`src/rtl/psum_init_gen_pkg.sv`:
```
`default_nettype none
// ============================================================================
// Module      : psum_init_gen_pkg
// Description : Shared types and sizes for the partial-sum initial generator.
//               Covers operating modes, pipeline stages, ofmap sizes and the
//               psum packet layout.
// Revision    : 1.0 - initial release
// ============================================================================
package psum_init_gen_pkg;

    // Packet sizing; the generator's PSUM_W / IDX_W / FILTER_NUM defaults match these
    localparam int PKG_PSUM_W     = 16;
    localparam int PKG_IDX_W      = 6;
    localparam int PKG_FILTER_NUM = 4;
    localparam int PKG_FILT_W     = $clog2(PKG_FILTER_NUM);

    // Output feature-map sizes (positions per sweep) for each layer
    localparam int L1_OFMAP_SIZE  = 32;
    localparam int L2_OFMAP_SIZE  = 16;
    localparam int L3_OFMAP_SIZE  = 8;

    typedef enum logic [1:0] {
        MODE1 = 2'd0,
        MODE2 = 2'd1,
        MODE3 = 2'd2,
        MODE4 = 2'd3
    } OP_MODE;

    typedef enum logic [1:0] {
        IDLE  = 2'd0,
        LOAD  = 2'd1,
        CONV  = 2'd2,
        STORE = 2'd3
    } OP_STAGE;

    typedef struct packed {
        logic                  valid;
        logic [PKG_FILT_W-1:0] filter_idx;
        logic [PKG_IDX_W-1:0]  psum_idx;
        logic [PKG_PSUM_W-1:0] psum;
    } PSUM_PACKET;

    // Last ofmap position index of a sweep for the given mode
    function automatic logic [PKG_IDX_W-1:0] idx_max_for(input OP_MODE m);
        logic [PKG_IDX_W-1:0] r;
        case (m)
            MODE3:   r = PKG_IDX_W'(L2_OFMAP_SIZE - 1);
            MODE4:   r = PKG_IDX_W'(L3_OFMAP_SIZE - 1);
            default: r = PKG_IDX_W'(L1_OFMAP_SIZE - 1);
        endcase
        return r;
    endfunction

endpackage
`default_nettype wire

```
`src/rtl/psum_init_gen_if.sv`:
```
`default_nettype none
// ============================================================================
// Module      : psum_init_gen_if
// Description : Packet handshake between the psum generator (master) and its
//               consumer (slave), plus sweep status.
// Revision    : 1.0 - initial release
// ============================================================================
interface psum_init_gen_if;
    import psum_init_gen_pkg::*;

    PSUM_PACKET psum_out;
    logic       psum_ack;
    logic       sweep_done;
    logic       busy;

    modport master (
        output psum_out,
        output sweep_done,
        output busy,
        input  psum_ack
    );

    modport slave (
        input  psum_out,
        input  sweep_done,
        input  busy,
        output psum_ack
    );

endinterface
`default_nettype wire

```
`src/rtl/psum_bias_rf.sv`:
```
`default_nettype none
// ============================================================================
// Module      : psum_bias_rf
// Description : Per-filter bias register file. One synchronous write port,
//               one asynchronous read port returning the pre-write value.
// Revision    : 1.0 - initial release
// ============================================================================
module psum_bias_rf #(
    parameter int DATA_W = 16,
    parameter int DEPTH  = 4
) (
    input  wire logic                     clk,
    input  wire logic                     rst,
    input  wire logic                     we,
    input  wire logic [$clog2(DEPTH)-1:0] waddr,
    input  wire logic [DATA_W-1:0]        wdata,
    input  wire logic [$clog2(DEPTH)-1:0] raddr,
    output logic      [DATA_W-1:0]        rdata
);

    logic [DATA_W-1:0] regs_q [DEPTH];
    logic [DATA_W-1:0] regs_d [DEPTH];

    // Next register contents: only the addressed entry changes on a write
    always_comb begin
        regs_d = regs_q;
        if (we) begin
            regs_d[waddr] = wdata;
        end
    end

    // Register update; reset clears every bias to zero
    always_ff @(posedge clk) begin
        if (rst) begin
            for (int i = 0; i < DEPTH; i++) begin
                regs_q[i] <= '0;
            end
        end else begin
            regs_q <= regs_d;
        end
    end

    assign rdata = regs_q[raddr];

endmodule
`default_nettype wire

```
`src/rtl/psum_init_gen.sv`:
```
`default_nettype none
// ============================================================================
// Module      : psum_init_gen
// Description : Emits initial partial sums (bias or zero) for every
//               (ofmap position, filter) pair of a sweep, filter index
//               innermost, under a valid/ack handshake. Emits only in the
//               CONV stage; restarts on conv_continue or change_mode.
// Revision    : 1.0 - initial release
// ============================================================================
module psum_init_gen
    import psum_init_gen_pkg::*;
#(
    parameter int PSUM_W     = 16,
    parameter int FILTER_NUM = 4,
    parameter int IDX_W      = 6
) (
    input  wire logic                          clk,
    input  wire logic                          rst,
    psum_init_gen_if.master                    bus,
    input  wire OP_MODE                        mode_in,
    input  wire logic                          change_mode,
    input  wire logic                          conv_continue,
    input  wire OP_STAGE                       op_stage_in,
    input  wire logic                          bias_en,
    input  wire logic                          bias_we,
    input  wire logic [$clog2(FILTER_NUM)-1:0] bias_addr,
    input  wire logic [PSUM_W-1:0]             bias_data
);

    localparam int FILT_W = $clog2(FILTER_NUM);

    localparam logic [0:0] ST_SEND = 1'b0;
    localparam logic [0:0] ST_DONE = 1'b1;

    localparam logic [FILT_W-1:0] FILT_LAST = FILT_W'(FILTER_NUM - 1);

    logic [0:0]        state_q,       state_d;
    logic [FILT_W-1:0] filter_idx_q,  filter_idx_d;
    logic [IDX_W-1:0]  psum_idx_q,    psum_idx_d;
    OP_MODE            cur_mode_q,    cur_mode_d;
    logic              sweep_done_q,  sweep_done_d;

    logic [IDX_W-1:0]  idx_max;
    logic              valid;
    logic              xfer;
    logic              restart;
    logic [PSUM_W-1:0] bias_rd;
    PSUM_PACKET        pkt;

    psum_bias_rf #(
        .DATA_W (PSUM_W),
        .DEPTH  (FILTER_NUM)
    ) u_bias_rf (
        .clk    (clk),
        .rst    (rst),
        .we     (bias_we),
        .waddr  (bias_addr),
        .wdata  (bias_data),
        .raddr  (filter_idx_q),
        .rdata  (bias_rd)
    );

    assign idx_max = IDX_W'(idx_max_for(cur_mode_q));
    assign valid   = (state_q == ST_SEND) && (op_stage_in == CONV);
    assign xfer    = valid && bus.psum_ack;
    assign restart = conv_continue || change_mode;

    // Sweep sequencing: restart beats a same-cycle transfer; filter index is the inner loop
    always_comb begin
        state_d      = state_q;
        filter_idx_d = filter_idx_q;
        psum_idx_d   = psum_idx_q;
        sweep_done_d = 1'b0;
        cur_mode_d   = change_mode ? mode_in : cur_mode_q;
        if (restart) begin
            state_d      = ST_SEND;
            filter_idx_d = '0;
            psum_idx_d   = '0;
        end else if (xfer) begin
            if (filter_idx_q == FILT_LAST) begin
                filter_idx_d = '0;
                if (psum_idx_q == idx_max) begin
                    state_d      = ST_DONE;
                    psum_idx_d   = '0;
                    sweep_done_d = 1'b1;
                end else begin
                    psum_idx_d = psum_idx_q + 1'b1;
                end
            end else begin
                filter_idx_d = filter_idx_q + 1'b1;
            end
        end
    end

    // State registers; reset abandons any sweep in flight
    always_ff @(posedge clk) begin
        if (rst) begin
            state_q      <= ST_SEND;
            filter_idx_q <= '0;
            psum_idx_q   <= '0;
            cur_mode_q   <= MODE1;
            sweep_done_q <= 1'b0;
        end else begin
            state_q      <= state_d;
            filter_idx_q <= filter_idx_d;
            psum_idx_q   <= psum_idx_d;
            cur_mode_q   <= cur_mode_d;
            sweep_done_q <= sweep_done_d;
        end
    end

    // Packet assembly straight from the index registers, so it holds while stalled
    always_comb begin
        pkt            = '0;
        pkt.valid      = valid;
        pkt.filter_idx = PKG_FILT_W'(filter_idx_q);
        pkt.psum_idx   = PKG_IDX_W'(psum_idx_q);
        pkt.psum       = bias_en ? PKG_PSUM_W'(bias_rd) : '0;
    end

    assign bus.psum_out   = pkt;
    assign bus.sweep_done = sweep_done_q;
    assign bus.busy       = (state_q == ST_SEND);

endmodule
`default_nettype wire

```
`src/flat_wrapper.sv`:
```
// flat-port wrapper written by rule: the top's interface ports become plain ports
module psum_init_gen_flat import psum_init_gen_pkg::*;
#(
    parameter int PSUM_W     = 16,
    parameter int FILTER_NUM = 4,
    parameter int IDX_W      = 6
)
  (clk, rst, mode_in, change_mode, conv_continue, op_stage_in, bias_en, bias_we, bias_addr, bias_data, bus_psum_out, bus_sweep_done, bus_busy, bus_psum_ack);
  psum_init_gen_if bus_i ();
  input  wire logic clk;
  input  wire logic rst;
  input  wire OP_MODE mode_in;
  input  wire logic change_mode;
  input  wire logic conv_continue;
  input  wire OP_STAGE op_stage_in;
  input  wire logic bias_en;
  input  wire logic bias_we;
  input  wire logic [$clog2(FILTER_NUM)-1:0] bias_addr;
  input  wire logic [PSUM_W-1:0] bias_data;
  output wire logic [$bits(bus_i.psum_out)-1:0] bus_psum_out;
  output wire logic [$bits(bus_i.sweep_done)-1:0] bus_sweep_done;
  output wire logic [$bits(bus_i.busy)-1:0] bus_busy;
  input wire logic [$bits(bus_i.psum_ack)-1:0] bus_psum_ack;
  assign bus_psum_out = bus_i.psum_out;
  assign bus_sweep_done = bus_i.sweep_done;
  assign bus_busy = bus_i.busy;
  assign bus_i.psum_ack = bus_psum_ack;
  psum_init_gen #(.PSUM_W(PSUM_W), .FILTER_NUM(FILTER_NUM), .IDX_W(IDX_W)) u_core (.clk(clk), .rst(rst), .bus(bus_i), .mode_in(mode_in), .change_mode(change_mode), .conv_continue(conv_continue), .op_stage_in(op_stage_in), .bias_en(bias_en), .bias_we(bias_we), .bias_addr(bias_addr), .bias_data(bias_data));
endmodule
```
`config.mk`:
```
export PLATFORM = sky130hd
export DESIGN_NAME = psum_init_gen_flat
export DESIGN_NICKNAME = d
export VERILOG_FILES = /design/src/rtl/psum_init_gen_pkg.sv /design/src/rtl/psum_init_gen_if.sv /design/src/rtl/psum_bias_rf.sv /design/src/rtl/psum_init_gen.sv /design/src/flat_wrapper.sv
export SDC_FILE = /design/constraint.sdc
export NUM_CORES = 1
export LEC_CHECK = 0
export CAP_MARGIN = 10
export CORE_UTILIZATION = 38
export CTS_CLUSTER_DIAMETER = 100
export DETAILED_ROUTE_END_ITERATION = 12
export GPL_TIMING_DRIVEN = 0
export HOLD_SLACK_MARGIN = 0.06
export PLACE_DENSITY = 0.65
export SLEW_MARGIN = 20
export SYNTH_ARGS = -nofsm -noshare
export SYNTH_HDL_FRONTEND = slang
export SYNTH_SLANG_ARGS = --single-unit
```
`constraint.sdc`:
```
create_clock -name clk -period 2.53 [get_ports clk]
set_input_delay 0.506 -clock clk [delete_from_list [all_inputs] [get_ports clk]]
set_output_delay 0.506 -clock clk [all_outputs]
set_load 0.02 [all_outputs]
```
==> impl_metrics.csv, run 1 <==
group,metric,value,unit
status,status,"complete, no violations",
sta,max_clock_freq,0.410,GHz
worst_hold_path,worst_hold_path_type,"reg2reg",
power_and_ir_drop,total_power,2.54,mW
worst_setup_path,crit_chain,"buf_4 -> mux4_2 -> and2_1 -> dlygate4sd2_1",
floorplanning,placementRows,33,
floorplanning,initial_core_util,39.6,%
worst_hold_path,hold_path_startpoint,"u_core.u_bias_rf.regs_q[39]$_SDFFE_PP0P_",
synth,synth_sequential_area_ratio,46.6,%
sta,setup_ws,92.5,ps
power_and_ir_drop,power.ir.vdd_worst,346,µV
synth,number_of_enable_type_register_cells_in_the_synthesized_netlist,0,
route,total_wirelength,8.42,mm
clock_network,h_tree_levels,3,
route,antenna_violating_nets_post_route,0,
sta,slew_headroom,60.4,%
job,maxCapViolCount,0,
synth,netlist_area,0.00327,mm²
finish,fillers,806,
worst_setup_path,criticalPathCategory,"reg2out",
synth,synth.ff_latch_count,76,
finish,area_of_the_multi_input_gates,0.00163,mm²
worst_hold_path,hold-path-endpoint,"u_core.u_bias_rf.regs_q[39]$_SDFFE_PP0P_",
clock_network,cts_setup_buffers,0,
worst_setup_path,top_fanout_value_on_the_critical_path,8,
placement,place_worst_setup_slack,-373,ps
global_route,initial_antenna_violation_count,0,
worst_setup_path,critPathMaxStageDelay,510,ps
sta,tightestPinTransition,593,ps
sta,clock_period_minus_worst_slack,2440,ps
floorplanning,ios,56,
finish,ff_latch_area,0.00153,mm²
synth,synth-warning-count,0,
global_route,grt_pass1_vias,2868,
sta,setup_total_negative_slack,0,ps
worst_setup_path,crit_required,2020,ps
finish,finalInstanceArea,0.00419,mm²
route,routedWlPerCell,15.1,µm
worst_setup_path,critical_path.slowest_cell,"sky130_fd_sc_hd__mux4_2",
sta,report.final.hold_viol_count,0,
worst_setup_path,worstRegToRegCells,5,
placement,portBuffers,55,
sta,fin_skew,5.03,ps
sta,whs,453,ps
synth,synth-async-reset-ratio,0,%
clock_network,numCtsBuffers,9,
clock_network,clk_latency,350,ps
global_route,groute.usage.overall,20.9,%
worst_setup_path,timing.critical_path.from_type,"flop",
placement,post_dp_cell_area,0.00395,mm²
route,first_pass_iters,4,
synth,synthesis.nets,414,
global_route,wire_length_of_the_first_global_routing_pass,14.0,mm
finish,mostFrequentLayoutCells,"137 x sky130_fd_sc_hd__nand2_1, 75 x sky130_fd_sc_hd__dfxtp_1, 67 x sky130_fd_sc_hd__a21oi_1, 38 x sky130_fd_sc_hd__clkdlybuf4s50_1, 17 x sky130_fd_sc_hd__clkbuf_1",
synth,synth.avg_cell_area,8.53,µm²
floorplanning,area_of_the_core,0.00826,mm²
finish,layoutNonFillerInstCount,559,
synth,synth_cell_types,33,
synth,ys.flop_type,"sky130_fd_sc_hd__dfxtp_1",
clock_network,root_driver,"sky130_fd_sc_hd__clkbuf_8",
sta,grt_setup_unrepaired,"false",
finish,final_util,50.7,%
route,drt_iter0_drc,142,
placement,gp_routability_congestion,0.761,
floorplanning,fp.dieH,94.7,µm
finish,areaGrowthSynthToFinish,28.3,%
synth,postSynthCellCount,383,
sta,final.period_utilization,96.3,%
sta,timing_max_transition_violations_final,0,
clock_network,clock_sink_count,76,
route,remaining_drc_errors,0,
worst_hold_path,hold_path_depth,2,
power_and_ir_drop,power_density,606,mW/mm²
clock_network,tritoncts,"yes",
floorplanning,chipWidth,94.7,µm
sta,setup_violations,0,
worst_setup_path,worst_r2r_endpoint,"u_core.psum_idx_q[0]$_SDFFE_PP0P_",
worst_setup_path,critical_path.endpoint_type,"output port",
worst_setup_path,critical_path_arrival,1930,ps
clock_network,clockBufferDepth,2,
placement,dp_hpwl,5.84,mm
worst_setup_path,critical_path.reg2reg.startpoint,"u_core.psum_idx_q[0]$_SDFFE_PP0P_",
worst_setup_path,ff2ff_setup_slack,990,ps
floorplanning,fp.dieArea,0.00897,mm²
power_and_ir_drop,p_leak,1.50,nW
placement,placed_cells_incl_taps,543,
finish,fin_nets,480,
finish,drive_above_1_share,12.3,%
global_route,grt.overflow.total,0,
finish,layout.cells.most_common,"sky130_fd_sc_hd__nand2_1",
clock_network,ctsHoldBuffers,0,
route,vias,2849,
finish,antenna-diode-count,0,
global_route,largest_net_degree_at_the_start_of_global_routing,13,
clock_network,clock_edge_transition_at_the_registers_on_the_reported_setup_and_hold_paths,70,ps
route,route.detailed.vias_per_inst,5.10,
==> cell families after synthesis <==
logic type | count (synthesis) | synth area share, %
AO/OA/AOI/OAI | 71 | 11.3
XOR/XNOR | 6 | 1.61
adder cells (fa/ha/maj) | 2 | 0.766
buffers and inverters | 27 | 3.64
flip-flops | 76 | 46.6
multiplexers | 18 | 11.6
AND/OR/NAND/NOR | 183 | 24.4
==> timing repair <==
action	CTS	global route
hold endpoints to repair	0	0
gates cloned	0	0
resized for setup	32	12
setup endpoints to repair	17	6
==> registers in the layout (all words and copies together) (netlist names) <==
| name | count |
|---|---|
| u_core.u_bias_rf.regs_q | 64 |
| u_core.state_q | 1 |
| u_core.bus.sweep_done | 1 |
| u_core.filter_idx_q | 2 |
| u_core.cur_mode_q | 2 |
| u_core.psum_idx_q | 6 |
==> cell type report <==
class                           instances  area share, %
Buffer                                 25           3.64
Clock buffer                           12           3.94
Clock inverter                          4           1.67
Inverter                                2          0.299
Multi-Input combinational cell        280           38.8
Sequential cell                        76           36.4
Tap cell                              105           3.14
Timing Repair Buffer                   55           12.1
==> report_power, final <==
part | switching [mW] | total [mW] | internal [mW]
Combinational | 0.122 | 0.220 | 0.0976
Clock | 0.438 | 1.07 | 0.633
Sequential | 0.0174 | 1.25 | 1.23
Total | 0.578 | 2.54 | 1.96
==> worst max-delay path: cells and delay by family (launching register included) <==
family | cells | cell delay, ps
buffers and inverters | 2 | 530
multiplexers | 1 | 510
flip-flops | 1 | 350
AND/OR/NAND/NOR | 1 | 190
==> how the worst max path moves through the flow <==
stage | start | endpoint | slack [ps] | depth (start not counted)
floorplan | u_core.filter_idx_q[0]$_SDFFE_PP0P_ | bus_psum_out[10] | 330 | 4
global placement | bias_en | bus_psum_out[10] | -350 | 4
detailed placement | bias_en | bus_psum_out[2] | -370 | 4
CTS | u_core.filter_idx_q[0]$_SDFFE_PP0P_ | bus_psum_out[10] | 5 | 5
global route | u_core.filter_idx_q[1]$_SDFFE_PP0P_ | bus_psum_out[0] | 10 | 4
finish | u_core.filter_idx_q[1]$_SDFFE_PP0P_ | bus_psum_out[0] | 90 | 4
==> routing by layer <==
layer	GRT usage, %	vias to the layer above	wire length (µm)
li1	-	1413	-
met1	25.7	1357	3710
met2	36.3	70	4140
met3	4.11	9	483
met4	6.82	0	92
met5	0	-	0
==> synth_stat cells, types with 2 or more instances <==
library cell / count / area [µm²]
sky130_fd_sc_hd__a21oi_1: 67 / 335
sky130_fd_sc_hd__and2_1: 16 / 100
sky130_fd_sc_hd__and3_1: 2 / 12.5
sky130_fd_sc_hd__buf_2: 4 / 20.0
sky130_fd_sc_hd__buf_4: 2 / 15.0
sky130_fd_sc_hd__clkbuf_1: 18 / 67.6
sky130_fd_sc_hd__dfxtp_1: 76 / 1520
sky130_fd_sc_hd__ha_1: 2 / 25.0
sky130_fd_sc_hd__mux2i_1: 2 / 20.0
sky130_fd_sc_hd__mux4_2: 16 / 360
sky130_fd_sc_hd__nand2_1: 137 / 514
sky130_fd_sc_hd__nand3_1: 3 / 15.0
sky130_fd_sc_hd__nor2_1: 11 / 41.3
sky130_fd_sc_hd__nor3_1: 2 / 10.0
sky130_fd_sc_hd__or2_2: 2 / 12.5
sky130_fd_sc_hd__or3_1: 2 / 12.5
sky130_fd_sc_hd__xnor2_1: 3 / 26.3
sky130_fd_sc_hd__xor2_1: 3 / 26.3
No activity file was read; power rests on OpenSTA's default activity.
==> run 2: changes to the inputs <==
CAP_MARGIN = 30   (was 10)
==> results of run 2 <==
Final layout, timing and power as in run 1 (identical DEF).
==> run 3: changes to the inputs <==
CORE_ASPECT_RATIO = 1.4   (was unset)
CORE_UTILIZATION = 52   (was 38)
PLACE_DENSITY = 0.83   (was 0.65)
==> run 3 against run 2 <==
Effect of this change:
- total power is 2.7% lower
- final area is 0.69% lower
- sequential share of layout area is 0.25 points higher
- non-clock buffer count is 2 higher
- critical path type unchanged
==> impl_metrics.csv, run 3 (synthesized netlist as in run 1, its figures left out) <==
group,metric,value,unit
route,first_pass_iters,5,
worst_setup_path,criticalPathCategory,"reg2out",
global_route,grt_pass1_vias,2898,
power_and_ir_drop,power_switching,0.581,mW
worst_setup_path,top_fanout_value_on_the_critical_path,4,
power_and_ir_drop,p_leak,1.50,nW
worst_setup_path,timing.critical_path.from_type,"flop",
clock_network,clk_latency,350,ps
status,status,"complete, no violations",
clock_network,h_tree_levels,3,
placement,placed_cells_incl_taps,508,
finish,biggestRegsByFlops,"u_core.u_bias_rf.regs_q (64), u_core.psum_idx_q (6)",
route,route.detailed.vias_per_inst,5.49,
worst_setup_path,worst_r2r_endpoint,"u_core.psum_idx_q[5]$_SDFFE_PP0P_",
finish,layout.cells.most_common,"sky130_fd_sc_hd__nand2_1",
power_and_ir_drop,sw_frac_of_total,23.5,%
worst_setup_path,critical_path.reg2reg.startpoint,"u_core.filter_idx_q[0]$_SDFFE_PP0P_",
floorplanning,ios,56,
power_and_ir_drop,power_frac_comb,9.0,%
worst_setup_path,critical_path_arrival,1980,ps
sta,setup_violations,0,
sta,timing_max_transition_violations_final,0,
sta,whs,454,ps
sta,final.period_utilization,98.1,%
route,antenna_violating_nets_post_route,0,
finish,fin_nets,482,
finish,antenna-diode-count,0,
sta,setup_total_negative_slack,0,ps
route,routedWlPerCell,15.8,µm
floorplanning,area_of_the_core,0.00595,mm²
placement,dp_hpwl,5.75,mm
global_route,initial_antenna_violation_count,0,
worst_hold_path,worst_hold_path_type,"reg2reg",
global_route,largest_net_degree_at_the_start_of_global_routing,13,
route,drt_iter0_drc,178,
finish,layoutNonFillerInstCount,526,
finish,mostFrequentLayoutCells,"137 x sky130_fd_sc_hd__nand2_1, 75 x sky130_fd_sc_hd__dfxtp_1, 67 x sky130_fd_sc_hd__a21oi_1, 38 x sky130_fd_sc_hd__clkdlybuf4s50_1, 17 x sky130_fd_sc_hd__clkbuf_1",
placement,place_worst_setup_slack,-304,ps
global_route,groute.usage.overall,28.7,%
sta,report.final.hold_viol_count,0,
floorplanning,placementRows,33,
route,vias,2886,
clock_network,tritoncts,"yes",
worst_hold_path,hold_path_depth,2,
floorplanning,chipWidth,69.0,µm
sta,clock_period_minus_worst_slack,2480,ps
clock_network,numCtsBuffers,9,
worst_setup_path,crit_required,2020,ps
worst_hold_path,hold_path_startpoint,"u_core.u_bias_rf.regs_q[12]$_SDFFE_PP0P_",
sta,slew_headroom,56.3,%
sta,fin_skew,2.64,ps
placement,portBuffers,55,
worst_setup_path,critical_path.endpoint_type,"output port",
finish,final_util,70.0,%
finish,drive_above_1_share,12.1,%
finish,largest_reg_flops,64,
power_and_ir_drop,power.ir.vdd_worst,414,µV
power_and_ir_drop,power.internal,1.89,mW
global_route,wire_length_of_the_first_global_routing_pass,13.5,mm
clock_network,clock_sink_count,76,
finish,registers.top_by_ff_count,"u_core.u_bias_rf.regs_q",
job,maxCapViolCount,0,
clock_network,root_driver,"sky130_fd_sc_hd__clkbuf_8",
sta,max_clock_freq,0.403,GHz
placement,gp_routability_congestion,0.826,
sta,setup_ws,48.9,ps
route,remaining_drc_errors,0,
finish,areaGrowthSynthToFinish,27.4,%
floorplanning,fp.dieH,95.8,µm
power_and_ir_drop,power_density,594,mW/mm²
floorplanning,initial_core_util,54.9,%
global_route,grt.overflow.total,0,
floorplanning,fp.dieArea,0.00661,mm²
route,total_wirelength,8.30,mm
sta,tightestPinTransition,653,ps
power_and_ir_drop,power.sequential.fraction,50.5,%
worst_setup_path,worstRegToRegCells,5,
worst_hold_path,hold-path-endpoint,"u_core.u_bias_rf.regs_q[12]$_SDFFE_PP0P_",
worst_setup_path,ff2ff_setup_slack,980,ps
clock_network,clockBufferDepth,2,
clock_network,clock_edge_transition_at_the_registers_on_the_reported_setup_and_hold_paths,70,ps
sta,grt_setup_unrepaired,"false",
power_and_ir_drop,clockPowerShare,40.5,%
[run 3: through the flow]
stage	power, mW	cell area (µm²)
6_report	2.47	4160
4_1_cts	2.47	4150
3_5_place_dp	1.50	3910
5_1_grt	2.56	4160
3_3_place_gp	1.49	3910
2_1_floorplan	1.38	3270
[run 3: final cells by class]
| cell class | count | area, µm² |
|---|---|---|
| Tap cell | 70 | 87.6 |
| Timing Repair Buffer | 57 | 541 |
| Buffer | 25 | 148 |
| Fill cell | 485 | 1780 |
| Sequential cell | 76 | 1530 |
| Multi-Input combinational cell | 280 | 1630 |
| Clock buffer | 13 | 179 |
| Inverter | 2 | 12.5 |
| Clock inverter | 3 | 42.5 |
[run 3: critical path: stages (launching register included)]
cell and delay [ps]:
sky130_fd_sc_hd__dfxtp_4 380, sky130_fd_sc_hd__buf_6 140, sky130_fd_sc_hd__buf_4 120, sky130_fd_sc_hd__mux4_2 480, sky130_fd_sc_hd__and2_1 180, sky130_fd_sc_hd__dlygate4sd2_1 320
[run 3: routing by layer]
| layer | part of all wire, % | up-vias | global-route usage (%) | wire, µm |
|---|---|---|---|---|
| met5 | 0 | - | 0 | 0 |
| met4 | 2.2 | 0 | 13.3 | 184 |
| met3 | 7.3 | 20 | 6.99 | 605 |
| met2 | 52 | 114 | 48.5 | 4350 |
| met1 | 38 | 1337 | 33.3 | 3160 |
| li1 | - | 1415 | - | - |
[run 3: power by group through the flow]
stage	Clock, mW	Combinational, mW	Sequential (mW)
3_5_place_dp	0	0.220	1.28
3_3_place_gp	0	0.214	1.27
2_1_floorplan	0	0.113	1.27
4_1_cts	1.01	0.220	1.25
6_report	1.00	0.221	1.25
5_1_grt	1.07	0.241	1.25
[run 3: repair_timing]
action	CTS	global route
cloned	1	0
endpoints found under the setup margin	17	7
resized for setup	29	13
buffers inserted	1	0
hold buffers	0	0
[run 3: worst max-delay path by stage]
| stage | from | end | slack [ps] |
|---|---|---|---|
| after floorplan | u_core.filter_idx_q[0]$_SDFFE_PP0P_ | bus_psum_out[10] | 330 |
| after global placement | bias_en | bus_psum_out[5] | -260 |
| after detailed placement | bias_en | bus_psum_out[2] | -300 |
| after CTS | u_core.filter_idx_q[0]$_SDFFE_PP0P_ | bus_psum_out[5] | 4 |
| after global routing | u_core.filter_idx_q[0]$_SDFFE_PP0P_ | bus_psum_out[5] | 6 |
| final | u_core.filter_idx_q[0]$_SDFFE_PP0P_ | bus_psum_out[15] | 50 |
